$ cat src/rtl/fetch_bp_unit.sv
// IF stage with PC, IF/ID register and a 2-bit-counter branch history table.
// Optional FETCH_PERF_CNT_EN adds branch and mispredict counters.
module fetch_bp_unit #(
  parameter int                 XLEN      = 32,
  parameter int                 BHT_IDX_W = 4,
  parameter logic [XLEN-1:0]    RESET_PC  = '0
) (
  input  logic            clk_i,
  input  logic            rst_i,
  input  logic            start_i,
  input  logic            stall_i,
  output logic [XLEN-1:0] imem_addr_o,
  input  logic [31:0]     imem_instr_i,
  output logic [XLEN-1:0] ifid_pc_o,
  output logic [31:0]     ifid_instr_o,
  output logic            ifid_valid_o,
  output logic            ifid_pred_o,
  input  logic            br_valid_i,
  input  logic [XLEN-1:0] br_pc_i,
  input  logic            br_taken_i,
  input  logic [XLEN-1:0] br_target_i,
  input  logic            br_pred_i
`ifdef FETCH_PERF_CNT_EN
  ,
  output logic [31:0]     perf_br_cnt_o,
  output logic [31:0]     perf_mispred_cnt_o
`endif
);

  localparam int NBHT = 1 << BHT_IDX_W;

  logic [XLEN-1:0]      r_pc;
  logic [XLEN-1:0]      r_ifid_pc;
  logic [31:0]          r_ifid_instr;
  logic                 r_ifid_valid;
  logic                 r_ifid_pred;
  logic [1:0]           r_bht [NBHT];

  logic                 w_is_br;
  logic [XLEN-1:0]      w_bimm;
  logic [BHT_IDX_W-1:0] w_idx;
  logic                 w_pred;
  logic                 w_res;
  logic                 w_mis;
  logic [XLEN-1:0]      w_fix_pc;
  logic [XLEN-1:0]      w_next_pc;
  logic [BHT_IDX_W-1:0] w_upd_idx;
  logic [1:0]           w_cnt_cur;
  logic [1:0]           w_cnt_nxt;

  assign imem_addr_o  = r_pc;
  assign ifid_pc_o    = r_ifid_pc;
  assign ifid_instr_o = r_ifid_instr;
  assign ifid_valid_o = r_ifid_valid;
  assign ifid_pred_o  = r_ifid_pred;

  assign w_is_br = (imem_instr_i[6:0] == 7'b1100011);
  assign w_bimm  = {{(XLEN-13){imem_instr_i[31]}},
                    imem_instr_i[31], imem_instr_i[7],
                    imem_instr_i[30:25], imem_instr_i[11:8],
                    1'b0};
  assign w_idx   = r_pc[BHT_IDX_W+1:2];
  // Prediction reads the counter before any same-cycle update.
  assign w_pred  = w_is_br && r_bht[w_idx][1];

  assign w_res    = br_valid_i && !stall_i;
  assign w_mis    = w_res && (br_pred_i != br_taken_i);
  assign w_fix_pc = br_taken_i ? br_target_i
                               : br_pc_i + XLEN'(4);
  assign w_next_pc = w_pred ? r_pc + w_bimm
                            : r_pc + XLEN'(4);

  assign w_upd_idx = br_pc_i[BHT_IDX_W+1:2];
  assign w_cnt_cur = r_bht[w_upd_idx];

  always_comb begin
    w_cnt_nxt = w_cnt_cur;
    if (br_taken_i) begin
      if (w_cnt_cur != 2'b11) w_cnt_nxt = w_cnt_cur + 2'b01;
    end else begin
      if (w_cnt_cur != 2'b00) w_cnt_nxt = w_cnt_cur - 2'b01;
    end
  end

  always_ff @(posedge clk_i or negedge rst_i) begin
    if (!rst_i) begin
      r_pc         <= RESET_PC;
      r_ifid_pc    <= '0;
      r_ifid_instr <= '0;
      r_ifid_valid <= 1'b0;
      r_ifid_pred  <= 1'b0;
    end else if (w_mis) begin
      r_pc         <= w_fix_pc;
      r_ifid_valid <= 1'b0;
      r_ifid_pred  <= 1'b0;
    end else if (!stall_i) begin
      if (start_i) begin
        r_pc         <= w_next_pc;
        r_ifid_pc    <= r_pc;
        r_ifid_instr <= imem_instr_i;
        r_ifid_valid <= 1'b1;
        r_ifid_pred  <= w_pred;
      end else begin
        r_ifid_valid <= 1'b0;
      end
    end
  end

  always_ff @(posedge clk_i or negedge rst_i) begin
    if (!rst_i) begin
      for (int k = 0; k < NBHT; k++) r_bht[k] <= 2'b01;
    end else if (w_res) begin
      r_bht[w_upd_idx] <= w_cnt_nxt;
    end
  end

`ifdef FETCH_PERF_CNT_EN
  logic [31:0] r_br_cnt;
  logic [31:0] r_mis_cnt;

  always_ff @(posedge clk_i or negedge rst_i) begin
    if (!rst_i) begin
      r_br_cnt  <= '0;
      r_mis_cnt <= '0;
    end else begin
      if (w_res) r_br_cnt  <= r_br_cnt + 32'd1;
      if (w_mis) r_mis_cnt <= r_mis_cnt + 32'd1;
    end
  end

  assign perf_br_cnt_o      = r_br_cnt;
  assign perf_mispred_cnt_o = r_mis_cnt;
`endif

endmodule

$ cat config.mk
export PLATFORM = sky130hd
export DESIGN_NAME = fetch_bp_unit
export DESIGN_NICKNAME = d
export VERILOG_FILES = /design/src/rtl/fetch_bp_unit.sv
export SDC_FILE = /design/constraint.sdc
export NUM_CORES = 1
export LEC_CHECK = 0
export ABC_AREA = 1
export BUFFER_PORTS_ARGS = -buffer_cell sky130_fd_sc_hd__buf_2
export CELL_PAD_IN_SITES_DETAIL_PLACEMENT = 0
export CELL_PAD_IN_SITES_GLOBAL_PLACEMENT = 1
export CORE_MARGIN = 2
export CORE_UTILIZATION = 30
export CTS_CLUSTER_DIAMETER = 200
export DETAILED_ROUTE_END_ITERATION = 6
export PLACE_DENSITY_LB_ADDON = 0.1
export SLEW_MARGIN = 10
export SYNTH_ARGS = -nofsm -noshare
export SYNTH_HDL_FRONTEND = slang
export SYNTH_SLANG_ARGS = --single-unit
$ cat constraint.sdc
create_clock -name clk_i -period 2.9 [get_ports clk_i]
set_input_delay 0.29 -clock clk_i [delete_from_list [all_inputs] [get_ports clk_i]]
set_output_delay 0.29 -clock clk_i [all_outputs]
set_load 0.01 [all_outputs]
==> metrics.md, run 1 <==
| Metric | Value |
|---|---|
| Worst reg-to-reg setup slack | `0.47 ns` |
| Critical path peak fanout | `15` |
| Layout area overhead | `23.2%` |
| Synthesis warning total | `0` |
| Leakage | `between 0.006 and 0.007 uW` |
| Slew margin rel. | `50.1%` |
| Sinks on Clock Net | `130` |
| Main flop type after synthesis | `sky130_fd_sc_hd__dfrtp_1` |
| Pin slew with the least headroom to its limit | `0.749 ns` |
| Yosys top cell by area | `sky130_fd_sc_hd__dfrtp_1` |
| Part of the total power dissipated in sequential elements | `29.2%` |
| Area enclosed by the die boundary | `~35000 um2` |
| RSZ-0062 raised after global routing | `no` |
| Fraction of synthesized cell area taken by the top area cell type | `~28%` |
| R2r endpoint | `imem_addr_o[25]$_DFFE_PN0P_` |
| First DRT Iteration DRCs | `800` |
| Detail Route Antenna Nets | `0` |
| TritonCTS clock tree | `yes` |
| Setup TNS | `0 ns` |
| Most common cell in the netlist | `sky130_fd_sc_hd__nand2_1` |
| Post-synth EDFFs | `0` |
| Cell-internal power | `5230 uW` |
| Area of the mapped netlist | `10100 um2` |
| Hold Path Class | `in -> reg` |
| Number of stages on the worst hold path | `3` |
| GR met1 Demand/Resource | `about 33%` |
| Share of layout cells above drive strength 1 | `19.4%` |
| Placer's final routability congestion estimate | `just under 0.9` |
| Critical path cell sequence | `inv_1 > nand3_1 > nand2_1 > nand2_1 > nand2_1 > nand2_1 > inv_1 > nor2_4 > buf_4 > nand3_1 > nand2_1 > nand2_1 > a21oi_1` |
| Critical path startpoint category | `flop` |
| Inserted Clock Buffers | `17` |
| Worst Min Path Start | `stall_i` |
| GR Util met2 | `35.1%` |
| Filler cells | `around 3.7k` |
| Hold Path Sink | `ifid_valid_o$_DFFE_PN0N_` |
| VDD IR-drop max | `0.466 mV` |
| WL/cell | `17.6 um` |
| DRC | `0` |
| Total GRT Usage | `a little under a quarter` |
| Number of nets produced by synthesis | `about 1.7k` |
| Most used routing layer | `met2` |
| Buffers from clock root to sink, at most | `2` |
| Clk root buf | `sky130_fd_sc_hd__clkbuf_16` |
| Fin util | `between 30% and 40%` |
| Number of nets in the finished design | `1918` |
| Cell with the biggest individual delay on the critical path | `sky130_fd_sc_hd__dfrtp_1` |
| Power share of the combinational group | `46.1%` |
| Overflow after GRT | `0` |
| Part of the cycle the worst path needs | `between 80% and 90%` |
| Crit path top cell by count | `sky130_fd_sc_hd__nand2_1` |
| Reg area | `3270 um2` |
| Proportion of synthesized flip-flops having asynchronous set or reset | `100%` |
| Core box area | `33300 um2` |
| Vias per cell | `4.75` |
| CTS H-tree depth | `4` |
| Global-route wire length before repair | `just over 60000 um` |
| Portion of total power attributed to the clock network | `24.7%` |
| Critical path data arrival time | `2.80 ns` |
| Number of synthesized register bits | `130` |
| Power per cell area | `759 nW/um2` |
| Count of buffers added by post-CTS timing repair for setup | `0` |
| Area taken by multi-input logic gates | `5880 um2` |
| Critical Setup Path Class | `reg -> reg` |
| Ports | `201` |
| Routed Wire Length | `39500 um` |
| Critical Path RT | `3.27 ns` |
| Critical Path Max Stage Delay | `0.54 ns` |
| Critical Path End Type | `flop` |
| Depth of the most critical reg-to-reg path | `13` |
| Final setup viols | `0` |
| Leading post-synthesis cells by instance count | `505 x sky130_fd_sc_hd__nand2_1, 192 x sky130_fd_sc_hd__nor2_1, 188 x sky130_fd_sc_hd__inv_1, 114 x sky130_fd_sc_hd__dfrtp_1, 104 x sky130_fd_sc_hd__a21oi_1` |
| Count of port buffers added during placement | `200` |
| Proportion of total power due to net switching | `44.6%` |
| Number of rows in the core area | `67` |
| Global routing met3 resource utilization | `under 10%` |
| Vias in the first global route | `10.6k` |
| Worst Slack Setup Final | `0.471 ns` |
| Worst clock skew | `~0.010 ns` |
| Initial Utilization | `30.3%` |
| CTS clk-pin slew, worst paths | `0.07 ns` |
| X dimension of the die | `around 190 um` |
| Largest cells by area after synthesis | `sky130_fd_sc_hd__dfrtp_1 28%, sky130_fd_sc_hd__nand2_1 19%, sky130_fd_sc_hd__nor2_1 7.1%, sky130_fd_sc_hd__inv_1 7.0%, sky130_fd_sc_hd__a21oi_1 5.2%` |
| Vias after detailed routing | `~11k` |
| Worst slack, placed | `0.336 ns` |
| Final Hold Viols | `0` |
| Initial antenna violation count | `0` |
| Final HPWL DP | `31700 um` |
| First drt pass iteration count | `5` |
| Cells after synthesis | `around 1.6k` |
| Pin count of the biggest net entering global routing | `76` |
| Number of antenna diodes | `0` |
| Startpoint of the lowest-slack register-to-register path | `imem_addr_o[4]$_DFFE_PN0P_` |
| Clock insertion delay at the later pin of the skew report | `0.45 ns` |
| Chip Height | `187 um` |
| Top achievable clock speed | `0.412 GHz` |
| Number of unique standard cell types used by synthesis | `40` |
| P_sw | `about 4200 uW` |
| Min cycle time layout | `2.43 ns` |
| Fraction of the yosys area taken by sequential cells | `32.5%` |
| Final Max Slew Viols | `0` |
| Worst hold-check slack | `between 0.06 and 0.07 ns` |
| Mapped Avg Cell Area | `approximately 6.5 um2` |
| Max-capacitance violation count | `0` |
| Run status | `finished, final reports clean` |
==> how the worst max path moves through the flow <==
stage	from	endpoint	slack, ns	cells past startpoint
final	imem_addr_o[4]$_DFFE_PN0P_	imem_addr_o[25]$_DFFE_PN0P_	0.47	13
after global routing	imem_addr_o[4]$_DFFE_PN0P_	imem_addr_o[25]$_DFFE_PN0P_	0.19	13
after CTS	imem_addr_o[4]$_DFFE_PN0P_	imem_addr_o[25]$_DFFE_PN0P_	0.42	13
after detailed placement	br_pc_i[2]	imem_addr_o[14]$_DFFE_PN0P_	0.34	11
after global placement	br_pc_i[2]	imem_addr_o[14]$_DFFE_PN0P_	0.31	11
after floorplan	imem_addr_o[2]$_DFFE_PN0P_	imem_addr_o[17]$_DFFE_PN0P_	0.82	14
==> registers in the layout, summed over array words and instances (netlist names) <==
name          flops
ifid_instr_o     32
ifid_pc_o        32
imem_addr_o      32
r_bht            32
ifid_pred_o       1
ifid_valid_o      1
==> layout by cell type, fill, tap and decap left out, types with 6 or more instances in the layout <==
master	synthesis	final
sky130_fd_sc_hd__nor3_1	23	23
sky130_fd_sc_hd__a21oi_1	104	104
sky130_fd_sc_hd__nor2_1	192	192
sky130_fd_sc_hd__dfrtp_1	114	114
sky130_fd_sc_hd__inv_2	7	7
sky130_fd_sc_hd__buf_4	7	43
sky130_fd_sc_hd__o21ai_1	17	17
sky130_fd_sc_hd__nand3b_1	7	7
sky130_fd_sc_hd__or2_2	7	7
sky130_fd_sc_hd__nand4_1	11	11
sky130_fd_sc_hd__o211ai_1	7	7
sky130_fd_sc_hd__o21ai_0	79	79
sky130_fd_sc_hd__dfstp_2	16	16
sky130_fd_sc_hd__inv_6	0	6
sky130_fd_sc_hd__buf_2	17	199
sky130_fd_sc_hd__ha_1	35	35
sky130_fd_sc_hd__xor2_1	38	38
sky130_fd_sc_hd__nand3_1	95	95
sky130_fd_sc_hd__clkbuf_16	0	17
sky130_fd_sc_hd__inv_1	188	188
sky130_fd_sc_hd__mux2_2	32	32
sky130_fd_sc_hd__nand2_1	505	505
==> final cells by class <==
cell class | instances | area share (%)
well taps | 448 | 4.51
repair buffers | 245 | 10.9
clock inverters | 14 | 1.52
multi-input cells | 1190 | 47.3
flip-flops and latches | 130 | 26.3
inverters | 195 | 5.89
clock buffers | 18 | 3.45
==> through the flow <==
stage / instances / cell area [um2] / total power, uW
final: 2240 / 12400 / 9440
after global routing: 2240 / 12400 / 10200
after CTS: 2240 / 12400 / 9500
after detailed placement: 2207 / 11800 / 7110
after global placement: 2207 / 11800 / 7150
after floorplan: 1557 / 10100 / 5350
==> cells by family after synthesis <==
kind of cell / Yosys count / share of synthesized area, %
flops: 130 / 32.5
mux: 32 / 3.57
compound gates: 219 / 11.3
buf+inv: 237 / 9.29
simple gates: 861 / 35.2
xor+xnor: 42 / 3.65
fa+ha+maj: 36 / 4.54
==> critical path: cells and delay by family (launching register included) <==
kind | cells | cell delay, ns
AOI/OAI and AO/OA | 1 | 0.12
buffers and inverters | 3 | 0.57
and+or+nand+nor | 9 | 1.11
DFF | 1 | 0.54
==> metal layers <==
layer	part of all wire, %	up-vias
met5	0	-
met1	49	4898
met2	44	297
met4	1.5	0
met3	5.6	33
li1	-	5408
==> what timing repair did <==
action / in CTS / in global routing
setup endpoints to repair: 0 / 0
hold buffers: 1 / 0
resized for setup: 0 / 0
endpoints found under the hold margin: 64 / 0
==> power groups by stage <==
stage / sequential [uW] / clock, uW / combinational [uW]
floorplan: 2850 / 0 / 2500
global placement: 2780 / 0 / 4370
detailed placement: 2780 / 0 / 4330
CTS: 2750 / 2400 / 4360
global route: 2820 / 2480 / 4880
finish: 2750 / 2330 / 4350
Note: power is estimated with default switching activity, not from simulation.
==> run 2: changes to the inputs <==
==> constraint.sdc (replaced) <==
create_clock -name clk_i -period 2.2 [get_ports clk_i]
set_input_delay 0.22 -clock clk_i [delete_from_list [all_inputs] [get_ports clk_i]]
set_output_delay 0.22 -clock clk_i [all_outputs]
set_load 0.01 [all_outputs]
==> run 2 against run 1 <==
Against the previous run:
- global-route usage is 0.68 points higher
- routed wire length up 5.2%
- critical path type unchanged
- critical path depth shrank 2
- highest routed layer unchanged
==> metrics.md, run 2 (synthesis results as in run 1) <==
| Metric | Value |
|---|---|
| Chip Height | `187 um (unchanged)` |
| Critical path cell sequence | `buf_4 > nand2_1 > nor2_2 > nand3_1 > inv_2 > nand2_1 > o21ai_0 > nand3_1 > nand2_1 > nand2_1 > a21oi_2` |
| Initial Utilization | `30.3% (unchanged)` |
| Min cycle time layout | `2.08 ns (-0.344 ns)` |
| Global-route wire length before repair | `62800 um (+1.8%)` |
| TritonCTS clock tree | `yes` |
| First drt pass iteration count | `5 (unchanged)` |
| Worst clock skew | `0.0102 ns (-0.000143 ns)` |
| Cell with the biggest individual delay on the critical path | `sky130_fd_sc_hd__dfrtp_2` |
| Share of layout cells above drive strength 1 | `27.5% (+8.1 points)` |
| Top achievable clock speed | `0.480 GHz (+17%)` |
| Pin slew with the least headroom to its limit | `0.806 ns (+0.0571 ns)` |
| Power per cell area | `969 nW/um2 (+28%)` |
| Worst reg-to-reg setup slack | `0.12 ns (-0.36 ns)` |
| Ports | `201 (unchanged)` |
| Cell count after placement | `2316 (+4.9%)` |
| Vias in the first global route | `11.0k (+3.5%)` |
| Vias per cell | `4.74 (about the same)` |
| Clock insertion delay at the later pin of the skew report | `0.45 ns (about the same)` |
| Number of nets in the finished design | `2051 (+6.9%)` |
| CP top delay family | `simple AND/OR/NAND/NOR gates` |
| Layout area overhead | `37.9%` |
| Total GRT Usage | `23.6% (+0.68 points)` |
| Critical Path End Type | `flop` |
| Core box area | `33300 um2 (unchanged)` |
| Hold Path Class | `in -> reg` |
| Final setup viols | `0 (unchanged)` |
| Slew margin rel. | `46.2% (-3.9 points)` |
| CTS clk-pin slew, worst paths | `0.07 ns (about the same)` |
| First DRT Iteration DRCs | `715 (-11%)` |
| X dimension of the die | `187 um (unchanged)` |
| Critical path startpoint category | `flop` |
| WL/cell | `17.5 um (-0.72%)` |
| Total design power | `13500 uW (+43%)` |
| Part of the cycle the worst path needs | `94.7% (+11 points)` |
| Crit path top cell by count | `sky130_fd_sc_hd__nand2_1` |
| Final Instance Count excl. Fillers | `2373 (+5.9%)` |
| RSZ-0062 raised after global routing | `yes` |
| Initial antenna violation count | `0 (unchanged)` |
| CTS H-tree depth | `4 (unchanged)` |
| Number of rows in the core area | `67 (unchanged)` |
| Clk root buf | `sky130_fd_sc_hd__clkbuf_16` |
| Buffers from clock root to sink, at most | `2 (unchanged)` |
| Critical Setup Path Class | `reg -> reg` |
| Inserted Clock Buffers | `17 (unchanged)` |
| Run status | `finished, final reports clean` |
| Commonest non-fill, non-tap cell in the layout | `sky130_fd_sc_hd__nand2_1` |
| Max-capacitance violation count | `0 (unchanged)` |
| Critical Path Max Stage Delay | `0.42 ns (-0.12 ns)` |
| Detail Route Antenna Nets | `0 (unchanged)` |
| Critical path data arrival time | `2.46 ns (-0.34 ns)` |
| Critical Path RT | `2.58 ns (-0.69 ns)` |
| Placer's final routability congestion estimate | `0.898 (+3.7%)` |
| VDD IR-drop max | `0.617 mV (+32%)` |
| Routed Wire Length | `41500 um (+5.2%)` |
| Vias after detailed routing | `11.3k (+5.9%)` |
| Final HPWL DP | `32600 um (+2.8%)` |
| Critical path peak fanout | `6 (-9)` |
| Final Max Slew Viols | `0 (unchanged)` |
| Count of port buffers added during placement | `200 (unchanged)` |
| Number of antenna diodes | `0 (unchanged)` |
| Setup TNS | `0 ns (unchanged)` |
| Pin count of the biggest net entering global routing | `57 (-25%)` |
| Leakage | `0.00730 uW (+11%)` |
| Sinks on Clock Net | `130 (unchanged)` |
| Final Hold Viols | `0 (unchanged)` |
| Fin util | `41.8% (+4.5 points)` |
| DRC | `0 (unchanged)` |
| CP bufs+invs | `2 (-1)` |
| Area enclosed by the die boundary | `35100 um2 (unchanged)` |
| Leading cell types in the layout, fill and taps excluded | `493 x sky130_fd_sc_hd__nand2_1, 199 x sky130_fd_sc_hd__buf_2, 187 x sky130_fd_sc_hd__inv_1` |
| Overflow after GRT | `0 (unchanged)` |
run 2: cell count changes in the layout (fill, tap and decap cells not counted), moves of 12 or more:
cell / change
sky130_fd_sc_hd__buf_4: +105
sky130_fd_sc_hd__ha_1: -13
sky130_fd_sc_hd__a21oi_1: -13
sky130_fd_sc_hd__a21oi_2: +13
sky130_fd_sc_hd__dlygate4sd3_1: +16
sky130_fd_sc_hd__ha_4: +12
sky130_fd_sc_hd__nand2_1: -12
run 2: cell type report:
cell class	count	area (um2)
inverter	195	732
fill	3644	19400
clock inverter	13	150
sequential	130	3280
multi-input combinational	1190	6200
tap	448	561
timing repair buffer	378	2550
clock buffer	19	433
run 2: power by group:
part           switching [uW]  leakage [uW]  internal [uW]
logic                    4140       0.00552           2910
clock network            1240      0.000279           1680
registers                 453       0.00150           3050
run 2: routing by layer:
metal | routed length [um] | GRT usage, % | up-vias
met5 | 0 | 0 | -
met4 | 969 | 7.20 | 0
met3 | 2410 | 4.99 | 47
met2 | 18000 | 35.7 | 321
met1 | 20100 | 33.5 | 5226
li1 | - | - | 5665
run 2: final timing paths:
path,startpoint,end,cells after the start
hold reg to reg,r_bht[28]$_DFFE_PN1P_,r_bht[28]$_DFFE_PN1P_,2
hold / removal,imem_instr_i[3],ifid_instr_o[3]$_DFFE_PN0P_,2
max in group asynchronous,rst_i,r_bht[10]$_DFFE_PN1P_,3
setup reg to reg,imem_addr_o[9]$_DFFE_PN0P_,imem_addr_o[21]$_DFFE_PN0P_,11
setup / recovery,imem_addr_o[9]$_DFFE_PN0P_,imem_addr_o[21]$_DFFE_PN0P_,11
min in group asynchronous,rst_i,r_bht[27]$_DFFE_PN0P_,2
run 2: repair_timing:
action | in CTS | in global routing
hold endpoints to repair | 43 | 0
resized for setup | 4 | 65
hold buffers | 17 | 0
setup buffers | 1 | 6
endpoints found under the setup margin | 8 | 26
gates cloned | 0 | 1
pin swaps | 1 | 3
run 2: through the flow:
stage	hold slack (ns)	setup slack (ns)	cell area, um2
final	0.0197	0.116	13900
after global routing	0.0118	-0.0287	13900
after CTS	0.000760	0.00210	13500
after detailed placement	0.188	-0.0193	12700
after global placement	0.182	-0.0251	12700
after floorplan	-0.0756	0.120	10100
